File: config.mk
export PLATFORM = sky130hd
export DESIGN_NAME = psc_lane_array_v2
export DESIGN_NICKNAME = d
export VERILOG_FILES = /design/src/rtl/psc_lane_array_v2_pkg.sv /design/src/rtl/psc_lane_array_v2_lane.sv /design/src/rtl/psc_lane_array_v2.sv
export SDC_FILE = /design/constraint.sdc
export NUM_CORES = 1
export LEC_CHECK = 0
export ABC_CLOCK_PERIOD_IN_PS = 11110
export BUFFER_PORTS_ARGS = -buffer_cell sky130_fd_sc_hd__buf_2
export CAP_MARGIN = 20
export CORE_ASPECT_RATIO = 1.75
export CORE_MARGIN = 3
export CORE_UTILIZATION = 56
export CTS_CLUSTER_SIZE = 25
export DETAILED_ROUTE_END_ITERATION = 6
export GPL_TIMING_DRIVEN = 0
export MAX_ROUTING_LAYER = met4
export PLACE_DENSITY = 0.81
export RECOVER_POWER = 100
export SYNTH_ARGS = -nofsm -noshare
export SYNTH_HDL_FRONTEND = slang
export SYNTH_SLANG_ARGS = --single-unit
File: constraint.sdc
create_clock -name clk -period 11.11 [get_ports clk]
set_input_delay 2.222 -clock clk [delete_from_list [all_inputs] [get_ports clk]]
set_output_delay 2.222 -clock clk [all_outputs]
set_load 0.02 [all_outputs]
File: src/rtl/psc_lane_array_v2_pkg.sv
// Shared definitions for the parallel<->serial lane array: mode codes, FSM states
// and the word-length / beat-count helpers used when an operation is accepted.
package psc_pkg;

    localparam logic [1:0] PSC_IDLE = 2'b00;
    localparam logic [1:0] PSC_P2S  = 2'b01;
    localparam logic [1:0] PSC_S2P  = 2'b10;

    typedef enum logic [1:0] {
        ST_IDLE  = 2'b00,
        ST_SHIFT = 2'b01,
        ST_DONE  = 2'b10
    } psc_state_e;

    // A word length of 0, or one beyond the maximum, selects the maximum.
    function automatic int psc_eff_len(input int word_len, input int max_len);
        return ((word_len == 0) || (word_len > max_len)) ? max_len : word_len;
    endfunction

    function automatic int psc_beats(input int eff_len, input int bits_per_beat);
        return (eff_len + bits_per_beat - 1) / bits_per_beat;
    endfunction

endpackage

File: src/rtl/psc_lane_array_v2_lane.sv
// One lane: a per-word shift register that unloads parallel words LSB-first
// (P2S) or assembles serial beats into words (S2P), plus the fill stage that
// zero- or sign-extends assembled words above the active length.
module psc_lane
    import psc_pkg::*;
#(
    parameter int WORDS           = 4,
    parameter int MAX_WORD_LENGTH = 16,
    parameter int BITS_PER_BEAT   = 2,
    parameter int LW              = 5,
    parameter int CW              = 5,
    parameter int PW              = WORDS * MAX_WORD_LENGTH,
    parameter int SER_W           = WORDS * BITS_PER_BEAT
) (
    input  logic             clk,
    input  logic             reset,
    input  logic             load_par,
    input  logic             clear_acc,
    input  logic             shift_out,
    input  logic             capture_in,
    input  logic             commit,
    input  logic             ser_en,
    input  logic [CW-1:0]    beat_cnt,
    input  logic [LW-1:0]    eff_len,
    input  logic             sign_ext,
    input  logic [PW-1:0]    parallel_in,
    input  logic [SER_W-1:0] serial_in,
    output logic [SER_W-1:0] serial_out,
    output logic [PW-1:0]    parallel_out
);

    localparam int MAXL = MAX_WORD_LENGTH;
    localparam int BPB  = BITS_PER_BEAT;

    logic [WORDS-1:0][MAXL-1:0] sh_q, sh_d;
    logic [WORDS-1:0][MAXL-1:0] pout_q, pout_d;
    logic [WORDS-1:0]           msb;

    // Shift register: load / clear at accept, then shift out or capture one beat per cycle.
    always_comb begin
        sh_d = sh_q;
        if (load_par) begin
            sh_d = parallel_in;
        end else if (clear_acc) begin
            sh_d = '0;
        end else if (shift_out) begin
            for (int w = 0; w < WORDS; w++) begin
                sh_d[w] = sh_q[w] >> BPB;
            end
        end else if (capture_in) begin
            for (int w = 0; w < WORDS; w++) begin
                for (int b = 0; b < MAXL; b++) begin
                    if (int'(beat_cnt) == (b / BPB)) begin
                        sh_d[w][b] = serial_in[BPB*w + (b % BPB)];
                    end
                end
            end
        end
    end

    // Top active bit of each word as it will stand after this cycle's capture.
    always_comb begin
        msb = '0;
        for (int w = 0; w < WORDS; w++) begin
            for (int b = 0; b < MAXL; b++) begin
                if (b == int'(eff_len) - 1) begin
                    msb[w] = sh_d[w][b];
                end
            end
        end
    end

    // Parallel output: written on the last capture beat so it is valid together with finish.
    always_comb begin
        pout_d = pout_q;
        if (commit) begin
            for (int w = 0; w < WORDS; w++) begin
                for (int b = 0; b < MAXL; b++) begin
                    pout_d[w][b] = (b < int'(eff_len)) ? sh_d[w][b] : (sign_ext & msb[w]);
                end
            end
        end
    end

    // Serial output: low bits of each word, zeroed past the active length and when idle.
    always_comb begin
        serial_out = '0;
        if (ser_en) begin
            for (int w = 0; w < WORDS; w++) begin
                for (int j = 0; j < BPB; j++) begin
                    if ((int'(beat_cnt) * BPB + j) < int'(eff_len)) begin
                        serial_out[BPB*w + j] = sh_q[w][j];
                    end
                end
            end
        end
    end

    // Lane state registers.
    always_ff @(posedge clk or posedge reset) begin
        if (reset) begin
            sh_q   <= '0;
            pout_q <= '0;
        end else begin
            sh_q   <= sh_d;
            pout_q <= pout_d;
        end
    end

    assign parallel_out = pout_q;

endmodule

File: src/rtl/psc_lane_array_v2.sv
// Parallel<->serial converter array: one shared IDLE/SHIFT/DONE controller and
// beat counter driving NUM_LANES identical lanes.
module psc_lane_array_v2
    import psc_pkg::*;
#(
    parameter int NUM_LANES       = 2,
    parameter int WORDS           = 4,
    parameter int MAX_WORD_LENGTH = 16,
    parameter int BITS_PER_BEAT   = 2,
    localparam int LW             = $clog2(MAX_WORD_LENGTH + 1),
    localparam int PW             = WORDS * MAX_WORD_LENGTH,
    localparam int SER_W          = WORDS * BITS_PER_BEAT,
    localparam int CW             = $clog2(MAX_WORD_LENGTH) + 1
) (
    input  logic                       clk,
    input  logic                       reset,
    input  logic [1:0]                 mode,
    input  logic                       start,
    input  logic [LW-1:0]              word_len,
    input  logic                       sign_ext,
    input  logic [NUM_LANES-1:0]       lane_mask,
    output logic                       busy,
    output logic                       finish,
    output logic                       ser_out_valid,
    output logic                       ser_in_ready,
    input  logic [NUM_LANES*SER_W-1:0] serial_data_in,
    input  logic [NUM_LANES*PW-1:0]    parallel_data_in,
    output logic [NUM_LANES*SER_W-1:0] serial_data_out,
    output logic [NUM_LANES*PW-1:0]    parallel_data_out
);

    psc_state_e           state_q, state_d;
    logic [1:0]           mode_q, mode_d;
    logic [LW-1:0]        len_q, len_d;
    logic                 sext_q, sext_d;
    logic [NUM_LANES-1:0] mask_q, mask_d;
    logic [CW-1:0]        beats_q, beats_d;
    logic [CW-1:0]        beat_cnt_q, beat_cnt_d;
    logic                 accept, last_beat, in_shift, is_p2s, is_s2p;
    int                   eff_in;

    assign eff_in    = psc_eff_len(int'(word_len), MAX_WORD_LENGTH);
    assign last_beat = (beat_cnt_q == beats_q - CW'(1));
    assign in_shift  = (state_q == ST_SHIFT);
    assign is_p2s    = (mode_q == PSC_P2S);
    assign is_s2p    = (mode_q == PSC_S2P);

    // Next-state logic; operation parameters are captured only on accept.
    always_comb begin
        state_d    = state_q;
        mode_d     = mode_q;
        len_d      = len_q;
        sext_d     = sext_q;
        mask_d     = mask_q;
        beats_d    = beats_q;
        beat_cnt_d = beat_cnt_q;
        accept     = 1'b0;
        case (state_q)
            ST_IDLE: begin
                if (start && ((mode == PSC_P2S) || (mode == PSC_S2P))) begin
                    accept     = 1'b1;
                    state_d    = ST_SHIFT;
                    mode_d     = mode;
                    len_d      = LW'(eff_in);
                    beats_d    = CW'(psc_beats(eff_in, BITS_PER_BEAT));
                    sext_d     = sign_ext;
                    mask_d     = lane_mask;
                    beat_cnt_d = '0;
                end
            end
            ST_SHIFT: begin
                if (last_beat) begin
                    state_d = ST_DONE;
                end else begin
                    beat_cnt_d = beat_cnt_q + CW'(1);
                end
            end
            ST_DONE:  state_d = ST_IDLE;
            default:  state_d = ST_IDLE;
        endcase
    end

    // Controller registers.
    always_ff @(posedge clk or posedge reset) begin
        if (reset) begin
            state_q    <= ST_IDLE;
            mode_q     <= PSC_IDLE;
            len_q      <= '0;
            sext_q     <= 1'b0;
            mask_q     <= '0;
            beats_q    <= '0;
            beat_cnt_q <= '0;
        end else begin
            state_q    <= state_d;
            mode_q     <= mode_d;
            len_q      <= len_d;
            sext_q     <= sext_d;
            mask_q     <= mask_d;
            beats_q    <= beats_d;
            beat_cnt_q <= beat_cnt_d;
        end
    end

    assign busy          = (state_q != ST_IDLE);
    assign finish        = (state_q == ST_DONE);
    assign ser_out_valid = in_shift & is_p2s;
    assign ser_in_ready  = in_shift & is_s2p;

    for (genvar i = 0; i < NUM_LANES; i++) begin : g_lane
        psc_lane #(
            .WORDS           (WORDS),
            .MAX_WORD_LENGTH (MAX_WORD_LENGTH),
            .BITS_PER_BEAT   (BITS_PER_BEAT),
            .LW              (LW),
            .CW              (CW),
            .PW              (PW),
            .SER_W           (SER_W)
        ) u_lane (
            .clk          (clk),
            .reset        (reset),
            .load_par     (accept && (mode == PSC_P2S)),
            .clear_acc    (accept && (mode == PSC_S2P)),
            .shift_out    (ser_out_valid),
            .capture_in   (ser_in_ready & mask_q[i]),
            .commit       (ser_in_ready & mask_q[i] & last_beat),
            .ser_en       (ser_out_valid & mask_q[i]),
            .beat_cnt     (beat_cnt_q),
            .eff_len      (len_q),
            .sign_ext     (sext_q),
            .parallel_in  (parallel_data_in[PW*i +: PW]),
            .serial_in    (serial_data_in[SER_W*i +: SER_W]),
            .serial_out   (serial_data_out[SER_W*i +: SER_W]),
            .parallel_out (parallel_data_out[PW*i +: PW])
        );
    end

endmodule

==> impl.org, run 1 <==
** Floorplanning
- Die Y-Extent :: 229 µm
- The initial utilization of the core area, before any placement, comes to 57.0%.
- Area of the core :: 28000 µm²
- between 300 and 400 I/O pins were placed.
- Floorplan die area :: between 30000 and 40000 µm²
- Row cnt :: between 80 and 90
- Width of the chip :: about 130 µm

** Placed design
- The congestion estimate from routability-driven global placement came to 1.10.
- Placed Cells :: 2377
- Instance area after placement :: 18000 µm²
- DP HPWL :: ~65 mm
- IO Port Bufs :: 292

** Job
- Across the run, the number of max-cap violations was 2.

** Logic synthesis
- The mapped netlist covers 16000 µm².
- Synth Net Count :: 1876
- In the post-synthesis netlist, the biggest area contributors are sky130_fd_sc_hd__dfrtp_1 (44%), sky130_fd_sc_hd__a22oi_1 (6.6%), sky130_fd_sc_hd__o21ai_0 (6.2%).
- Of all flip-flops after synthesis, the portion carrying an async set or reset was 100%.
- Share of Yosys cell area claimed by the top area cell type :: about 44%
- After synthesis, flip-flops and latches occupy 43.6% of the total area.
- The synthesized design contains 0 enable-type register cells.
- Top_reg_cell synth :: sky130_fd_sc_hd__dfrtp_1
- After synthesis the netlist holds a flip-flop and latch count of 278.
- Unique cell type count in the Yosys netlist :: 93
- Most frequent cells after synthesis :: sky130_fd_sc_hd__dfrtp_1 (278), sky130_fd_sc_hd__o21ai_0 (199), sky130_fd_sc_hd__a22oi_1 (141)
- Number of warnings reported in the yosys synthesis log :: 0
- Post-synthesis cell count :: 1705
- Synth area leader :: sky130_fd_sc_hd__dfrtp_1
- Average size of a mapped cell :: 9.36 µm²
- Most frequently used cell type in the post-synthesis netlist :: sky130_fd_sc_hd__dfrtp_1

** Worst setup path
- Data on the critical path arrives at its endpoint at 9.59 ns.
- Required time reported for the critical path endpoint :: 11.60 ns
- Of all nets on the critical path, the largest fanout is 10.
- Logic depth of the worst register-to-register path :: 14
- STA classifies the critical path startpoint as an input pin.
- Startpoint-to-endpoint class of the critical path :: input pin to flip-flop
- The worst setup path is captured at a flip-flop.

** Timing
- Top achievable clock speed :: 0.110 GHz
- Final cycle utilization of the critical path :: approximately 80%
- Setup total negative slack on the finished layout was measured at 0 ns.
- Counting I/O delays and the setup requirement, the final critical path takes 9.10 ns.
- Setup repair after global routing missed its margin :: no
- Final Hold Fails :: 0
- Setup violations remaining at the end of the flow were counted as 0.
- Clk_skew :: 0.0122 ns
- Worst slew margin relative to its limit :: -132%
- Count of final max-slew check failures :: 81
- Transition time of the tightest slew-check pin :: about 3.5 ns

** CTS
- Counting the buffers created by CTS gives 27.
- In this run the clock root is driven by a sky130_fd_sc_hd__clkbuf_16.
- Post-CTS setup buffer count :: 0
- Number of buffers added to fix hold violations after cts :: 0
- Clock latency on the worst-skew pair :: 0.58 ns
- TritonCTS clock tree :: yes
- Resized cells post-CTS :: 0
- After clock tree synthesis, the clock-pin slew on the worst setup and hold paths is 0.07 ns.
- Max Root-Sink Buffers :: 3
- In this run the number of H-tree levels came out at 1.
- The tree built by TritonCTS fans out to 278 sinks.

** Power and ir drop
- Worst supply voltage drop on vdd :: 180 µV
- Cell leakage power :: 8.02 nW
- Summing internal, switching and leakage power gives about 5.7 mW.
- Power Dens Cells :: ~310 nW/µm²

** Drt
- The first detailed-routing pass ran for 7 iterations.
- Final wirelength :: 87.3 mm
- After the first detailed-routing iteration, the DRC count stood at 3021.
- For this run, design rule violations remaining after detail routing come to 9.
- The routed layout has 18.6k vias.
- Antenna violation net count after detailed routing :: 0
- Average via count per standard cell :: 7.66
- Average wire per standard cell :: 35.9 µm

** Cells and area
- The filler cells instantiated in the layout total 2459.
- The post-route netlist has between 10 and 15% of its cells at a drive strength greater than 1.
- Once layout is complete, the cells apart from fillers number 2429.
- Compared with the post-synthesis result, the final layout area differs by 16.4%.
- Post-layout instance area :: 18600 µm²
- Final cell utilization of the core :: 66.4%
- Number of nets in the finished design :: 2207

** GRT
- Global routing used 57.1% of the available tracks across all layers.
- The number of antenna violations at the first check in global routing was 1.
- Entering global routing, the biggest net connects 107 pins.
- Number of global-route vias before repair :: 18.3k
- Wire length of the first global-routing pass :: 123 mm
- For this run the aggregate overflow at the end of global routing stands at 0.

** Status
- The flow ran to the end, but the final reports show violations.
- Violated checks :: DRC, capacitance limit, slew limit

** Min path
- The min-delay analysis places its worst path in the category flip-flop to flip-flop.
- The worst hold path was traced through 2 stages.
==> cell families (layout without fill, tap and decap cells) <==
family          Yosys count  count (layout)  share of synthesized area (%)
fa+ha+maj                14              14                           1.10
xor+xnor                 12              12                          0.659
flops                   278             278                           43.6
other cells               0               1                              0
buf+inv                 183             533                           5.31
mux                      96              96                           6.08
simple gates            436             436                           14.3
compound gates          686             686                           28.9
==> metal layers <==
layer	wire length, µm	up-vias	GRT usage, %
li1	-	7108	-
met3	10800	810	15.6
met4	12100	0	57.2
met1	26800	8657	61.0
met2	37600	2022	82.8
met5	0	-	-
==> placed cells by master, fill, tap and decap left out, types with 9 or more instances in the layout <==
cell type,n
sky130_fd_sc_hd__a211oi_1,10
sky130_fd_sc_hd__a21oi_1,97
sky130_fd_sc_hd__a221o_1,12
sky130_fd_sc_hd__a221oi_1,17
sky130_fd_sc_hd__a22o_1,9
sky130_fd_sc_hd__a22oi_1,141
sky130_fd_sc_hd__a32oi_1,14
sky130_fd_sc_hd__and2_1,18
sky130_fd_sc_hd__and3_1,24
sky130_fd_sc_hd__buf_2,181
sky130_fd_sc_hd__buf_4,11
sky130_fd_sc_hd__clkbuf_1,241
sky130_fd_sc_hd__clkbuf_16,27
sky130_fd_sc_hd__dfrtp_1,278
sky130_fd_sc_hd__ha_1,14
sky130_fd_sc_hd__inv_1,42
sky130_fd_sc_hd__mux2i_1,89
sky130_fd_sc_hd__nand2_1,134
sky130_fd_sc_hd__nand3_1,27
sky130_fd_sc_hd__nand4_1,28
sky130_fd_sc_hd__nor2_1,108
sky130_fd_sc_hd__nor2b_1,13
sky130_fd_sc_hd__nor3_1,22
sky130_fd_sc_hd__o211ai_1,24
sky130_fd_sc_hd__o21ai_0,223
sky130_fd_sc_hd__o22ai_1,14
sky130_fd_sc_hd__o31ai_1,28
==> registers in the layout (all words and copies together), names as in the netlist <==
name / flops
beats_q: 5
g_lane.u_lane.sh_q: 128
mode_q: 2
beat_cnt_q: 5
mask_q: 2
state_q: 2
sext_q: 1
len_q: 5
g_lane.u_lane.parallel_out: 128
==> metrics by stage <==
step | hold WS (ns) | worst slack [ns]
global route | 0.517 | 2.05
floorplan | 0.460 | 1.22
global placement | 0.459 | -1.69
CTS | 0.486 | 4.25
finish | 0.489 | 2.01
detailed placement | 0.479 | 3.72
==> worst max-delay path, stage by stage <==
cell	delay [ns]
sky130_fd_sc_hd__clkbuf_1	0.11
sky130_fd_sc_hd__inv_1	0.08
sky130_fd_sc_hd__ha_1	0.31
sky130_fd_sc_hd__nor4b_1	0.56
sky130_fd_sc_hd__and2_0	0.23
sky130_fd_sc_hd__clkbuf_1	0.44
sky130_fd_sc_hd__clkbuf_1	0.57
sky130_fd_sc_hd__clkbuf_1	0.70
sky130_fd_sc_hd__clkbuf_1	0.79
sky130_fd_sc_hd__clkbuf_1	0.71
sky130_fd_sc_hd__buf_2	0.55
sky130_fd_sc_hd__a22oi_1	0.28
sky130_fd_sc_hd__o2bb2ai_1	0.28
sky130_fd_sc_hd__o211ai_1	0.32
sky130_fd_sc_hd__a211oi_1	1.11
sky130_fd_sc_hd__nand2_1	0.12
sky130_fd_sc_hd__a21oi_1	0.19
==> worst paths after layout <==
| check | start | endpoint | slack, ns |
|---|---|---|---|
| setup / recovery | mode[0] | g_lane[1].u_lane.parallel_out[21] | 2.01 |
| hold / removal | g_lane[1].u_lane.parallel_out[0] | g_lane[1].u_lane.parallel_out[0] | 0.49 |
| setup reg to reg | state_q[1] | g_lane[1].u_lane.parallel_out[21] | 3.67 |
| hold reg to reg | g_lane[1].u_lane.parallel_out[0] | g_lane[1].u_lane.parallel_out[0] | 0.49 |
| max in group asynchronous | reset | g_lane[0].u_lane.sh_q[32] | 6.86 |
| min in group asynchronous | reset | g_lane[1].u_lane.parallel_out[12] | 2.67 |
==> layout make-up <==
type	instances	area (µm²)	share of cell area, %
diodes	1	2.50	0.0135
plain buffers	138	592	3.19
clock buffers	35	756	4.07
clock inverters	13	183	0.984
inverters	45	170	0.916
multi-input cells	1244	8040	43.3
flip-flops and latches	278	6960	37.5
well taps	373	467	2.51
repair buffers	302	1410	7.59
==> where the power goes <==
part	internal, mW	switching [mW]	total (mW)
clock	0.574	0.443	1.02
sequential	1.37	0.277	1.65
combinational	0.727	2.28	3.01
Note: power is estimated with default switching activity, not from simulation.
==> inputs of run 2 (changes only) <==
--- a/config.mk
+++ b/config.mk
@@ -5,7 +5,7 @@
 export SDC_FILE = /design/constraint.sdc
 export NUM_CORES = 1
 export LEC_CHECK = 0
-export ABC_CLOCK_PERIOD_IN_PS = 11110
+export ABC_CLOCK_PERIOD_IN_PS = 8650
 export BUFFER_PORTS_ARGS = -buffer_cell sky130_fd_sc_hd__buf_2
 export CAP_MARGIN = 20
 export CORE_ASPECT_RATIO = 1.75
==> constraint.sdc (replaced) <==
create_clock -name clk -period 8.65 [get_ports clk]
set_input_delay 1.73 -clock clk [delete_from_list [all_inputs] [get_ports clk]]
set_output_delay 1.73 -clock clk [all_outputs]
set_load 0.02 [all_outputs]
==> run 2 against run 1 <==
Effect of this change:
- the run ends with capacitance limit, slew limit left
- wire length up 0.20%
- final cell count up 0.37%
- first-iteration DRC count up 2.4%
- clock power up 20%
- largest cell class unchanged
- critical path depth down 5
- highest routed layer unchanged
- worst hold slack worse by 0.00075 ns
- power up 27%
- via count up 0.34%
==> impl.org, run 2 (synthesized netlist as in run 1, its figures left out) <==
** Status
- The flow ran to the end, but the final reports show violations.
- Violated checks :: capacitance limit, slew limit

** Worst setup path
- Data arrives at the worst endpoint at just over 6 ns.
- The worst setup path is of the flip-flop to output pin kind.
- Highest fanout seen on the critical path :: 10
- Reg2Reg Setup Slack :: approximately 2.2 ns
- The worst register-to-register path has a depth of 14.
- The critical path starts at state_q[1].
- STA classifies the critical path endpoint as an output pin.
- At the worst endpoint, the required time is 6.92 ns.
- CP Launch Type :: flip-flop
- Crit Reg-Reg Startpoint :: state_q[1]

** Drt
- Summing over every cut layer, the via total after detailed routing is about 19k.
- First-pass iteration count of the detailed router :: 7
- Dividing the detail-routed via count by the number of cells gives 7.65.
- Final wirelength :: 87.5 mm
- Antenna violation net count after detailed routing :: 0
- After detailed routing, the number of remaining DRC violations is 0.
- Dividing the detail-routed wire length by the instance count gives 35.9 µm.
- The detailed router finished its first iteration with 3093 violations.

** Cells and area
- At the end of the flow the core is filled with cells to between 60% and 70%.
- Leading cell types in the layout, fill and taps excluded :: sky130_fd_sc_hd__dfrtp_1 (278), sky130_fd_sc_hd__clkbuf_1 (242), sky130_fd_sc_hd__o21ai_0 (221), sky130_fd_sc_hd__buf_2 (184), sky130_fd_sc_hd__a22oi_1 (141)
- Fin cells :: 2438
- Post-layout instance area :: 18500 µm²
- Most common cell after layout, fill and taps aside :: sky130_fd_sc_hd__dfrtp_1
- Relative to the synthesized area, the layout overhead comes to 16.3%.
- Of the cells placed in the final design, the portion with a size suffix greater than 1 is 14.3%.
- After the last flow step, the layout net total stands at 2210.

** Timing
- Clk_skew :: 0.0250 ns
- Setup repair after global routing missed its margin :: no
- Finish-stage setup viols :: 0
- Count of final max-slew check failures :: just under 200
- For this run, the top clock speed supported by timing is 0.127 GHz.
- Final cycle utilization of the critical path :: 90.9%
- In this run the tightest slew margin relative to its limit is -66.1%.
- The total count of hold-check failures in the final report is 0.
- For the pin with the worst max-slew slack, the measured transition is 2.49 ns.
- Final critical delay including setup and external delays :: 7.86 ns
- For the final routed database, the setup TNS stands at 0 ns.

** Min path
- The min-delay analysis places its worst path in the category flip-flop to flip-flop.
- In this run the most critical hold path is launched from g_lane[0].u_lane.parallel_out[48].
- Hold path cells :: 2

** Power and ir drop
- The worst-case IR drop observed on VDD is 225 µV.
- Switching Share :: 53.6%
- The share of total power dissipated in combinational logic is 53.8%.
- In this run the power density over the cells is between 300 and 400 nW/µm².
- Total internal power :: 3.35 mW
- Sequential cells account for approximately 30% of the total power.
- Share of power burned in the clock network :: 16.9%
- The design draws 7.22 mW.
- The analysis attributes to net switching a power of around 3.9 mW.
- For this design the static power due to leakage is approximately 8.0 nW.

** Floorplanning
- Row cnt :: 81
- The region available for standard cell placement spans 28000 µm².
- During I/O placement, the number of pins put on the boundary was 305.
- Width of the chip :: ~130 µm
- From bottom edge to top edge, the die measures 229 µm.
- Once the floorplan was initialized, standard cells occupied 57.0% of the core.
- The die covers 30600 µm².

** GRT
- Wire length of the first global-routing pass :: about 120 mm
- Summed over all layers, the global routing overflow is 0.
- Entering global routing, the biggest net connects 44 pins.
- The number of global-route vias before repair came to 18.5k.
- Number of antenna violations at the first check in global routing :: 6
- All-Layer GR Usage :: around 57%

** CTS
- In this run the number of H-tree levels came out at 1.
- Resized cells post-CTS :: 0
- For this design, the sink count on the clock tree is 278.
- Clock buffers created by TritonCTS :: 26
- TritonCTS built the clock tree.
- Buffers inserted to repair hold after CTS numbered 0.
- Max Root-Sink Buffers :: 3
- The later pin in the worst-skew pair is clocked with a latency of 0.58 ns.
- In this run the post-CTS setup repair buffer count came out at 0.
- The cell sitting at the root of the clock tree is a sky130_fd_sc_hd__clkbuf_16.
- Clock Pin Slew Worst Setup and Hold Paths :: approximately 0.07 ns

** Placed design
- Instance area after placement :: 18100 µm²
- Once detailed placement completed, the half-perimeter wirelength came to around 66 mm.
- In this run the tool buffered the top-level ports with 292 buffer cells.
- At the end of routability-driven placement, the weighted congestion stood at 1.09.
- After detailed placement, the design holds a cell count of about 2.4k.

** Job
- Across the run, the number of max-cap violations was 5.
==> run 2: area by class of cell <==
class	count	area, µm²
inverters	45	170
diodes	6	15.0
repair buffers	306	1400
clock inverters	12	104
plain buffers	138	619
clock buffers	36	759
fillers	2444	9430
multi-input cells	1244	8060
flip-flops and latches	278	6960
well taps	373	467
==> run 2: power groups by stage <==
| stage | registers [mW] | logic [mW] | clock network (mW) |
|---|---|---|---|
| after floorplan | 2.18 | 1.95 | 0 |
| after global placement | 2.09 | 3.59 | 0 |
| after detailed placement | 2.10 | 3.67 | 0 |
| after CTS | 2.08 | 3.69 | 1.20 |
| after global routing | 2.14 | 3.90 | 1.24 |
| final | 2.12 | 3.88 | 1.22 |
==> run 2: per-layer routing <==
metal / GRT usage [%] / up-vias / routed length (µm)
met5: - / - / 0
met4: 54.8 / 0 / 11900
met3: 15.6 / 771 / 11300
met2: 84.2 / 2043 / 37800
met1: 61.5 / 8731 / 26600
li1: - / 7115 / -
==> run 2: worst max-delay path: stages (launching register included) <==
cell and delay (ns):
sky130_fd_sc_hd__dfrtp_1 0.49, sky130_fd_sc_hd__nand4bb_1 0.24, sky130_fd_sc_hd__buf_2 0.20, sky130_fd_sc_hd__inv_2 0.15
sky130_fd_sc_hd__buf_4 0.20, sky130_fd_sc_hd__clkbuf_1 0.79, sky130_fd_sc_hd__clkbuf_1 0.73, sky130_fd_sc_hd__clkbuf_1 0.84
sky130_fd_sc_hd__clkbuf_1 0.82, sky130_fd_sc_hd__nand2_1 0.26, sky130_fd_sc_hd__nor2_1 0.43, sky130_fd_sc_hd__and2_0 0.21
sky130_fd_sc_hd__buf_2 0.18
==> run 2: worst paths after layout <==
| check | to |
|---|---|
| setup / recovery | serial_data_out[6] |
| setup reg to reg | g_lane[1].u_lane.parallel_out[38] |
| min in group asynchronous | g_lane[1].u_lane.sh_q[10] |
| max in group asynchronous | g_lane[0].u_lane.sh_q[51] |
| hold reg to reg | g_lane[0].u_lane.parallel_out[48] |
| hold / removal | g_lane[0].u_lane.parallel_out[48] |
==> run 2: per-stage QoR <==
step,worst slack [ns],hold WS [ns]
floorplan,3.24,0.460
global placement,1.56,0.460
detailed placement,1.99,0.471
CTS,2.46,0.486
global route,1.06,0.515
finish,0.787,0.488
